==> src/rtl/nic_channel_ctrl.sv <==
// NIC channel controller: one-entry output and input flit buffers between the
// processor memory stage and the ring router, with status flags and VC gating.
module nic_channel_ctrl #(
   parameter int unsigned DATA_WIDTH = 64,
   parameter int unsigned VC_BIT     = 63
) (
   input  logic                  clk,
   input  logic                  reset_n,
   input  logic                  nicEn,
   input  logic                  nicEnWr,
   input  logic [1:0]            adder_nic,
   input  logic [DATA_WIDTH-1:0] d_in,
   output logic [DATA_WIDTH-1:0] d_out,
   input  logic                  net_ro,
   input  logic                  net_polarity,
   output logic                  net_so,
   output logic [DATA_WIDTH-1:0] net_do,
   input  logic                  net_si,
   output logic                  net_ri,
   input  logic [DATA_WIDTH-1:0] net_di
);

   localparam logic [1:0] SEL_IN_BUF  = 2'b00;
   localparam logic [1:0] SEL_IN_STS  = 2'b01;
   localparam logic [1:0] SEL_OUT_BUF = 2'b10;
   localparam logic [1:0] SEL_OUT_STS = 2'b11;

   logic [DATA_WIDTH-1:0] out_buf;
   logic [DATA_WIDTH-1:0] in_buf;
   logic                  out_full;
   logic                  in_full;
   logic                  proc_wr_out;
   logic                  proc_rd_in;
   logic                  send;

   assign proc_wr_out = nicEn & nicEnWr & (adder_nic == SEL_OUT_BUF);
   assign proc_rd_in  = nicEn & ~nicEnWr & (adder_nic == SEL_IN_BUF);
   // Router only takes a flit whose VC differs from its current polarity
   assign send        = out_full & net_ro & (out_buf[VC_BIT] != net_polarity);
   assign net_ri      = ~in_full;

   // Output side: a send drains the buffer; a write is only accepted when empty
   always_ff @(posedge clk or negedge reset_n) begin
      if (!reset_n) begin
         out_buf  <= '0;
         out_full <= 1'b0;
         net_so   <= 1'b0;
         net_do   <= '0;
      end else if (send) begin
         net_so   <= 1'b1;
         net_do   <= out_buf;
         out_full <= 1'b0;
      end else begin
         net_so <= 1'b0;
         if (proc_wr_out && !out_full) begin
            out_buf  <= d_in;
            out_full <= 1'b1;
         end
      end
   end

   // Input side: fill and read cannot coincide since net_ri is low while full
   always_ff @(posedge clk or negedge reset_n) begin
      if (!reset_n) begin
         in_buf  <= '0;
         in_full <= 1'b0;
      end else if (net_si && !in_full) begin
         in_buf  <= net_di;
         in_full <= 1'b1;
      end else if (proc_rd_in && in_full) begin
         in_full <= 1'b0;
      end
   end

   // Same-cycle load data for the MEM/WB register
   always_comb begin
      d_out = '0;
      if (nicEn && !nicEnWr) begin
         case (adder_nic)
            SEL_IN_BUF:  d_out = in_buf;
            SEL_IN_STS:  d_out = DATA_WIDTH'(in_full);
            SEL_OUT_BUF: d_out = '0;
            SEL_OUT_STS: d_out = DATA_WIDTH'(out_full);
            default:     d_out = '0;
         endcase
      end
   end

endmodule
==> config.mk <==
export PLATFORM = sky130hd
export DESIGN_NAME = nic_channel_ctrl
export DESIGN_NICKNAME = d
export VERILOG_FILES = /design/src/rtl/nic_channel_ctrl.sv
export SDC_FILE = /design/constraint.sdc
export NUM_CORES = 1
export LEC_CHECK = 0
export CAP_MARGIN = 20
export CORE_UTILIZATION = 49
export DETAILED_ROUTE_END_ITERATION = 6
export PLACE_DENSITY_LB_ADDON = 0.08
export SYNTH_ARGS = -nofsm -noshare
export SYNTH_HDL_FRONTEND = slang
export SYNTH_SLANG_ARGS = --single-unit
==> constraint.sdc <==
create_clock -name clk -period 3.1 [get_ports clk]
set_input_delay 0.93 -clock clk [delete_from_list [all_inputs] [get_ports clk]]
set_output_delay 0.93 -clock clk [all_outputs]
set_load 0.1 [all_outputs]
==> results.cfg <==
[final_layout]
fin_area_mm2 = 0.01201
area_delta_synth_final_pct = 53.83
fill_cells = 886
multiInputGateArea_mm2 = 0.002815
drive_gt1_share_pct = 55.80
antennaDiodeCount = 0
instances_no_fill = 996
seqCellArea_mm2 = 0.004880
nets = 911

[routing]
first_iter_violations = 225
detail-route-antenna-nets = 0
avgViaCountPerCell = 4.987
vias = 4967
drt_wl_total_um = 18880
avgRoutedWirePerCell_um = 18.95
drt-pass1-iter-count = 4
drc_errors = 0

[clocking]
clk_root_buffer_cell = clkbuf_16
clk_path_buf_depth = 2
insertion_delay_ns = 0.43
cts_tree = yes
cts_buffers = 17
clock_sinks = 195
path_clk_slew_ns = 0.07
h-tree-depth = 4

[yosys]
synth_largest_area_cell = dfrtp_1
synth.area.top_cells = dfrtp_1 (62%), mux2_2 (26%), and2_1 (5.0%), mux2_1 (1.4%), buf_12 (1.0%)
synth_compound_area_share_pct = 0.2243
synth_cell_types = 22
synthCells = 490
synth_fp_nets = 627
synthSimpleGateAreaFrac_pct = 6.312
synth_xor_area_share_pct = 0.1121
ys_async_sr_fraction_pct = 100.0
synth_top_family_by_area = multiplexers
synth_mux_area_share_pct = 27.81
ys_seq_area_share_pct = 62.48
ys_seq_elements = 195
synth_area_per_cell_um2 = 15.94
synth_common_cells = dfrtp_1 (195), mux2_2 (182), and2_1 (63)
synthMostInstantiatedCell = dfrtp_1
synthesis.area_mm2 = 0.007810
synth_edf_count = 0
synth_top_area_share_pct = 62.48
ys.flop_type = dfrtp_1
ys_warn_count = 0
yosys.area_share.adder_pct = 0

[timing]
hold_violations = 0
fmax_mhz = 327.2
fin_crit_ns = 3.056
hold-worst-slack_ns = 0.4864
report.final.slew_viol_count = 0
rsz0062_at_grt = yes
clock_skew_ns = 0.007880
fin_crit_sh_pct = 98.59
relSlewSlack_pct = 50.80
setup_viol = 0
layout_setup_ws_ns = 0.04377
tightest_slew_ns = 0.7380

[global_routing]
grt_pass1_vias = 5524
grt_pass1_wl_um = 29730
antenna_found_initial = 0
track_usage_pct = 24.21
grt_max_degree = 89
overflow = 0

[power]
p_leak_nw = 5.261
power.total_mw = 12.95
p_seq_share_pct = 34.8
p_per_area_mw_per_mm2 = 1078
intPower_mw = 7.064
clockPowerShare_pct = 16.5
ir_drop_mv = 0.7911
comb_power_share_pct = 48.7
switching_power_mw = 5.890
swShare_pct = 45.47

[critical_path]
crit_chain = buf_2 -> nor4b_4 -> buf_4 -> buf_4 -> buf_12 -> and2_2 -> buf_12
cp_max_fo = 18
slowest_delay_ns = 0.31
cp.buffers_inverters = 5
cp-startpoint = adder_nic[1]
crit_required_ns = 2.17
r2r_slack_ns = 1.44
rr_endpoint = net_do[4]
setup.worst_path.end = d_out[28]
worstSetupPathType = in2out
critical-path-slowest-cell = nor4b_4
cp_num_cells = 7
end_kind = output pin
reg2reg_from = out_full
r2r_cells = 3
worst_ep_arrival_time_ns = 2.13
cp_top_family = buffers and inverters
crit_path_start_kind = input port

[die]
initial_core_util_pct = 50.81
pin_count = 267
dieHeight_um = 128.3
die_w_um = 128.3
rows = 45
dieArea_mm2 = 0.01645
core-area_mm2 = 0.01537

[placed_design]
place_ws_ns = -0.3187
dpl_cell_area_mm2 = 0.01127
hpwl_um = 13370
gp_congestion = 0.7859
dp.cells = 958
numPortBuffers = 266

[worst_hold_path]
holdCritPathClass = reg2reg
holdPathStages = 1

[run]
drv_cap = 0

[status]
status = finished clean
## repair_timing
item	in CTS	in global routing
hold buffers	0	0
endpoints found under the setup margin	64	29
pin swaps	1	1
resized for setup	55	6
gates cloned	3	0
buffers inserted	5	1
## sequential cells by signal, indices dropped and copies added, names as in the netlist
register and cells:
out_buf 64, out_full 1, net_so 1, in_buf 64, in_full 1, net_do 64
## layer usage
metal / routed length, um / track usage (%) / vias up
met5: 0 / 0 / -
met4: 502 / 9.689 / 0
met3: 1246 / 7.304 / 34
met2: 9914 / 42.42 / 168
met1: 7214 / 27.58 / 2507
li1: - / - / 2258
## cells by family (layout without fill, tap and decap cells)
family,after synthesis,in the layout
flops,195,195
mux,193,193
simple gates,70,70
buf+inv,28,323
compound gates,3,3
xor+xnor,1,1
## per-stage QoR
step	util, %	TNS, ns
after floorplan	-	0
after global placement	73.31	-13.56
after detailed placement	73.31	-16.63
after CTS	78.19	0
after global routing	78.16	-0.09389
final	78.16	0
## cell usage in the layout, fill, tap and decap left out, drive strengths merged, types with 2 or more instances in the layout
cell type	n
bufinv	2
buf	159
clkinvlp	4
dfrtp	195
and2	63
clkdlybuf4s50	131
mux2	192
clkinv	3
clkbuf	20
inv	4
## power groups by stage
stage | logic [mW] | clock network [mW] | registers (mW)
after floorplan | 1.94 | 0 | 7.28
after global placement | 6.20 | 0 | 4.43
after detailed placement | 6.32 | 0 | 4.53
after CTS | 6.36 | 2.18 | 4.51
after global routing | 6.54 | 2.28 | 4.69
final | 6.31 | 2.13 | 4.51
## how the worst min path moves through the flow
stage	startpoint	slack (ns)	endpoint
6_report	out_buf[39]	0.49	out_buf[39]
5_1_grt	out_buf[10]	0.50	out_buf[10]
4_1_cts	out_buf[39]	0.49	out_buf[39]
3_5_place_dp	out_buf[39]	0.48	out_buf[39]
3_3_place_gp	out_buf[37]	0.46	out_buf[37]
2_1_floorplan	out_buf[10]	0.45	out_buf[10]
## area by class of cell
type / instances / area share (%)
Timing Repair Buffer: 291 / 28.92
Tap cell: 211 / 2.197
Sequential cell: 195 / 40.62
Inverter: 2 / 0.06249
Clock buffer: 19 / 3.687
Multi-Input combinational cell: 267 / 23.43
Clock inverter: 11 / 1.083
## worst reg2reg max path, delay by kind of cell, from the launching register on
family,cells,cell delay (ns)
buffers and inverters,1,0.23
DFF,1,0.50
muxes,1,0.38
and+or+nand+nor,1,0.43
Power figures use the tool's default switching activity.
